File: src/rtl/uart_tx_strobed_pkg.sv
// Shared UART definitions: transmitter state encoding and parity modes.
package uart_pkg;

   typedef enum logic [2:0] {
      IDLE,
      ARMED,
      START,
      DATA,
      PAR,
      STOP
   } uart_tx_state_t;

   localparam int PARITY_NONE = 0;
   localparam int PARITY_EVEN = 1;
   localparam int PARITY_ODD  = 2;

endpackage

File: src/rtl/uart_tx_strobed_if.sv
// Valid/ready word handshake between an upstream producer and the transmitter.
interface uart_tx_strobed_if #(
   parameter int DATA_BITS = 8
);

   logic                 tx_valid;
   logic [DATA_BITS-1:0] tx_data;
   logic                 tx_ready;

   modport master (
      output tx_valid,
      output tx_data,
      input  tx_ready
   );

   modport slave (
      input  tx_valid,
      input  tx_data,
      output tx_ready
   );

endinterface

File: src/rtl/uart_tx_strobed.sv
// Serial frame transmitter paced by an external one-cycle baud_tick strobe.
// Frame: start, DATA_BITS LSB-first, optional parity, STOP_BITS stop bits.
module uart_tx_strobed
   import uart_pkg::*;
#(
   parameter int DATA_BITS = 8,
   parameter int PARITY    = PARITY_NONE,
   parameter int STOP_BITS = 1
) (
   input  logic               clk,
   input  logic               rst,
   input  logic               baud_tick,
   uart_tx_strobed_if.slave   bus,
   output logic               busy,
   output logic               tx
);

   localparam int CW = $clog2(DATA_BITS + 1);
   localparam logic [CW-1:0] LAST_DATA = CW'(DATA_BITS - 1);
   localparam logic [CW-1:0] LAST_STOP = CW'(STOP_BITS - 1);

   uart_tx_state_t       state_q, state_d;
   logic [DATA_BITS-1:0] shift_q, shift_d;
   logic [CW-1:0]        cnt_q, cnt_d;
   logic                 par_q, par_d;
   logic                 tx_q, tx_d;

   always_ff @(posedge clk) begin
      if (!rst) begin
         state_q <= IDLE;
         shift_q <= '0;
         cnt_q   <= '0;
         par_q   <= 1'b0;
         tx_q    <= 1'b1;
      end else begin
         state_q <= state_d;
         shift_q <= shift_d;
         cnt_q   <= cnt_d;
         par_q   <= par_d;
         tx_q    <= tx_d;
      end
   end

   always_comb begin
      state_d = state_q;
      shift_d = shift_q;
      cnt_d   = cnt_q;
      par_d   = par_q;
      tx_d    = tx_q;
      unique case (state_q)
         IDLE: begin
            // a tick on the acceptance edge is deliberately not consumed
            if (bus.tx_valid) begin
               shift_d = bus.tx_data;
               par_d   = (^bus.tx_data) ^ (PARITY == PARITY_ODD);
               cnt_d   = '0;
               state_d = ARMED;
            end
         end
         ARMED: begin
            if (baud_tick) begin
               state_d = START;
               tx_d    = 1'b0;
            end
         end
         START: begin
            if (baud_tick) begin
               state_d = DATA;
               tx_d    = shift_q[0];
            end
         end
         DATA: begin
            if (baud_tick) begin
               shift_d = shift_q >> 1;
               if (cnt_q == LAST_DATA) begin
                  cnt_d = '0;
                  if (PARITY != PARITY_NONE) begin
                     state_d = PAR;
                     tx_d    = par_q;
                  end else begin
                     state_d = STOP;
                     tx_d    = 1'b1;
                  end
               end else begin
                  cnt_d = cnt_q + 1'b1;
                  tx_d  = shift_d[0];
               end
            end
         end
         PAR: begin
            if (baud_tick) begin
               state_d = STOP;
               tx_d    = 1'b1;
            end
         end
         STOP: begin
            if (baud_tick) begin
               if (cnt_q == LAST_STOP) begin
                  cnt_d   = '0;
                  state_d = IDLE;
               end else begin
                  cnt_d = cnt_q + 1'b1;
               end
            end
         end
         default: begin
            state_d = IDLE;
            tx_d    = 1'b1;
         end
      endcase
   end

   assign bus.tx_ready = (state_q == IDLE);
   assign busy         = (state_q != IDLE);
   assign tx           = tx_q;

endmodule

File: src/flat_wrapper.sv
// flat-port wrapper written by rule: the top's interface ports become plain ports
module uart_tx_strobed_flat import uart_pkg::*;
#(
   parameter int DATA_BITS = 8,
   parameter int PARITY    = PARITY_NONE,
   parameter int STOP_BITS = 1
)
  (clk, rst, baud_tick, busy, tx, bus_tx_valid, bus_tx_data, bus_tx_ready);
  uart_tx_strobed_if #(.DATA_BITS(DATA_BITS)) bus_i ();
  input  logic clk;
  input  logic rst;
  input  logic baud_tick;
  output logic busy;
  output logic tx;
  input wire logic [$bits(bus_i.tx_valid)-1:0] bus_tx_valid;
  input wire logic [$bits(bus_i.tx_data)-1:0] bus_tx_data;
  output wire logic [$bits(bus_i.tx_ready)-1:0] bus_tx_ready;
  assign bus_i.tx_valid = bus_tx_valid;
  assign bus_i.tx_data = bus_tx_data;
  assign bus_tx_ready = bus_i.tx_ready;
  uart_tx_strobed #(.DATA_BITS(DATA_BITS), .PARITY(PARITY), .STOP_BITS(STOP_BITS)) u_core (.clk(clk), .rst(rst), .baud_tick(baud_tick), .bus(bus_i), .busy(busy), .tx(tx));
endmodule
File: config.mk
export PLATFORM = sky130hd
export DESIGN_NAME = uart_tx_strobed_flat
export DESIGN_NICKNAME = d
export VERILOG_FILES = /design/src/rtl/uart_tx_strobed_pkg.sv /design/src/rtl/uart_tx_strobed_if.sv /design/src/rtl/uart_tx_strobed.sv /design/src/flat_wrapper.sv
export SDC_FILE = /design/constraint.sdc
export NUM_CORES = 1
export LEC_CHECK = 0
export ABC_AREA = 1
export BUFFER_PORTS_ARGS = -buffer_cell sky130_fd_sc_hd__buf_4
export CAP_MARGIN = 20
export CORE_MARGIN = 5
export CORE_UTILIZATION = 40
export DETAILED_ROUTE_END_ITERATION = 7
export PLACE_DENSITY = 0.63
export SETUP_SLACK_MARGIN = 0.05
export SYNTH_ARGS = -nofsm -noshare
export SYNTH_HDL_FRONTEND = slang
export SYNTH_SLANG_ARGS = --single-unit
File: constraint.sdc
create_clock -name clk -period 2.7 [get_ports clk]
set_clock_uncertainty 0.1 [all_clocks]
set_input_delay 0.135 -clock clk [delete_from_list [all_inputs] [get_ports clk]]
set_output_delay 0.135 -clock clk [all_outputs]
set_load 0.05 [all_outputs]
==> results by group <==
Placement
  • Post-DP HPWL: 1647 um
  • Area post-placement: 1170 sq um
  • GP Congestion: 0.7621
  • Number of buffers added on ports: 14

Floorplan
  • Starting Density: 42.14%
  • Row Count: 18
  • Die width: 61.32 um
  • Total core area: 2500 sq um
  • # IOs: 15
  • Die ar.: 3760 sq um
  • Die Y: 61.32 um

Timing
  • Setup violations, final: 0
  • Max-Slew Margin vs Limit: 75.13%
  • Fin. Hold Viols: 0
  • Part of the cycle the worst path needs: 60.15%
  • Post-route minimum period: 1624 ps
  • Max Clock Freq: 615.7 MHz
  • Slew @ Worst Pin: 372.6 ps
  • Setup TNS: 0 ps
  • Hold WS: 63.51 ps
  • Slew Limit Fails: 0
  • RSZ-0062 raised after global routing: no

GRT
  • Global-route wire length before repair: 3691 um
  • Vias in the first global route: 891
  • GRT Util Overall: 13.20%
  • Initial antenna violation count: 0
  • GRT overflow: 0
  • Pin count of the biggest net entering global routing: 17

Worst setup path
  • Setup crit end kind: output pin
  • Crit. Startpoint: u_core.state_q[0]
  • Arrival @ worst endpoint: 1390 ps
  • Critical R2R Launch: u_core.state_q[0]
  • Crit Path Category: reg -> out
  • Crit start category: flip-flop
  • Crit path required time: 2470 ps
  • Crit path max fanout: 7
  • Critical-path cell list: nor2_2 > nand2_2 > inv_1 > buf_4
  • CP max-delay cell: dfxtp_1
  • Slowest stage delay, CP: 410 ps

Clock tree
  • Clock sinks: 16
  • Clock Path Buffers: 2
  • CTS Buf Count: 3
  • Cts hold-fix bufs: 0
  • Postcts setup bufs: 0
  • Worst skew pair latency: 270 ps
  • Resized Gates After CTS: 0
  • Root Buffer: clkbuf_4
  • Clk slew on worst S/H paths: 90 ps
  • H-tree levels: 1
  • CTS tree: done

Synthesis
  • Mapped Cells: 156
  • Yosys Warn Count: 0
  • Synth unique cells: 26
  • Yosys top cell area share: 30.40%
  • Flops & latches, synth: 16
  • Number of synthesized flops with an enable pin: 0
  • Synth top area cells: dfxtp_1 (30%), nand2_1 (14%), nor2_1 (7.8%)
  • Mapped cell area: 1054 sq um
  • Top FF cell, synth: dfxtp_1
  • Seq/Total Area, Yosys: 30.40%
  • Synth area leader: dfxtp_1
  • FFs w/ async S/R, synth: 0%
  • Post-synth top cells: nand2_1 (39), nor2_1 (22), dfxtp_1 (16)
  • Average size of a mapped cell: 6.753 sq um
  • Cell with the most instances after synthesis: nand2_1
  • Syn_nets: 170

Final layout
  • Design area: 1192 sq um
  • Multi-input gate area in the final layout: 639.4 sq um
  • Reg area: 320.3 sq um
  • Fillcell total: 245
  • # nets final: 185
  • ANT cells: 0
  • Synthesis-to-layout area growth: 13.18%
  • Share of layout cells above drive strength 1: 24.26%
  • Final Core Density: 47.70%

Power
  • Worst IR drop on VDD: 0.0005288 V
  • Leak Pwr: 0.0005667 uW
  • PwrDens: 1089 nW/um^2

Route
  • Post-detailed-route count of antenna-violating nets: 0
  • DR WL/cell: 10.44 um
  • Vias after detailed routing: 958
  • First drt pass iteration count: 4
  • Via/cell ratio: 4.814
  • Remaining DRCs: 0
  • Initial drt markers: 21
  • Drt total wl: 2078 um

Run
  • Max-Cap Viols: 0

Hold path
  • Min-delay src: rst
  • Hold Crit Class: in -> reg

Run status
  • Status: finished, final reports clean
==> critical path, delay by kind of cell, from the launching register on <==
family	cells	cell delay [ps]
flip-flops	1	410
AND/OR/NAND/NOR	2	440
buffers and inverters	2	270
==> metal layers <==
| metal | track usage, % | routed length [um] | vias to the layer above | share of wire (%) |
|---|---|---|---|---|
| li1 | - | - | 527 | - |
| met5 | 0 | 0 | - | 0 |
| met1 | 17.02 | 1026 | 413 | 49 |
| met4 | 6.502 | 19 | 0 | 0.91 |
| met3 | 2.306 | 109 | 2 | 5.2 |
| met2 | 21.15 | 923 | 16 | 44 |
==> logic make-up after synthesis <==
| family | share of synthesized area [%] |
|---|---|
| simple gates | 41.21 |
| compound gates | 17.10 |
| fa+ha+maj | 2.375 |
| buf+inv | 8.906 |
| flops | 30.40 |
==> layout make-up <==
| class | instances | share of cell area, % |
|---|---|---|
| clock buffer | 3 | 1.889 |
| tap | 30 | 3.148 |
| sequential | 16 | 26.86 |
| inverter | 18 | 5.666 |
| timing repair buffer | 14 | 8.814 |
| multi-input combinational | 118 | 53.62 |
==> sequential cells by signal, indices dropped and copies added, names as in the netlist <==
signal / count
u_core.cnt_q: 4
u_core.shift_q: 8
u_core.state_q: 3
u_core.tx: 1
==> through the flow <==
step / power [uW] / cells / setup WS, ps
6_report: 1298 / 199 / 1076
5_1_grt: 1426 / 199 / 957.4
4_1_cts: 1309 / 199 / 1064
3_5_place_dp: 1186 / 196 / 1113
3_3_place_gp: 1170 / 196 / 1174
2_1_floorplan: 1056 / 156 / 1090
==> cell usage in the layout (no fill, tap or decap), drive strengths merged <==
master and count:
nand2 44, nor2 27, inv 18, dfxtp 16
o21ai 16, buf 14, nand3 13, a21oi 11
clkbuf 3, nor3 2, ha 2, nand4 1
o211ai 1, o21bai 1
==> final timing paths <==
path	slack (ps)	to	depth (start not counted)
max	1080	bus_tx_ready	4
min	60	u_core.shift_q[6]	3
max reg2reg	1110	u_core.shift_q[7]	7
min reg2reg	360	u_core.shift_q[3]	2
==> where the power goes <==
part | internal (uW) | total, uW | switching [uW]
Sequential | 335 | 417 | 82.3
Combinational | 259 | 762 | 503
Clock | 51.6 | 119 | 67.7
Total | 645 | 1300 | 653
Power figures use the tool's default switching activity.
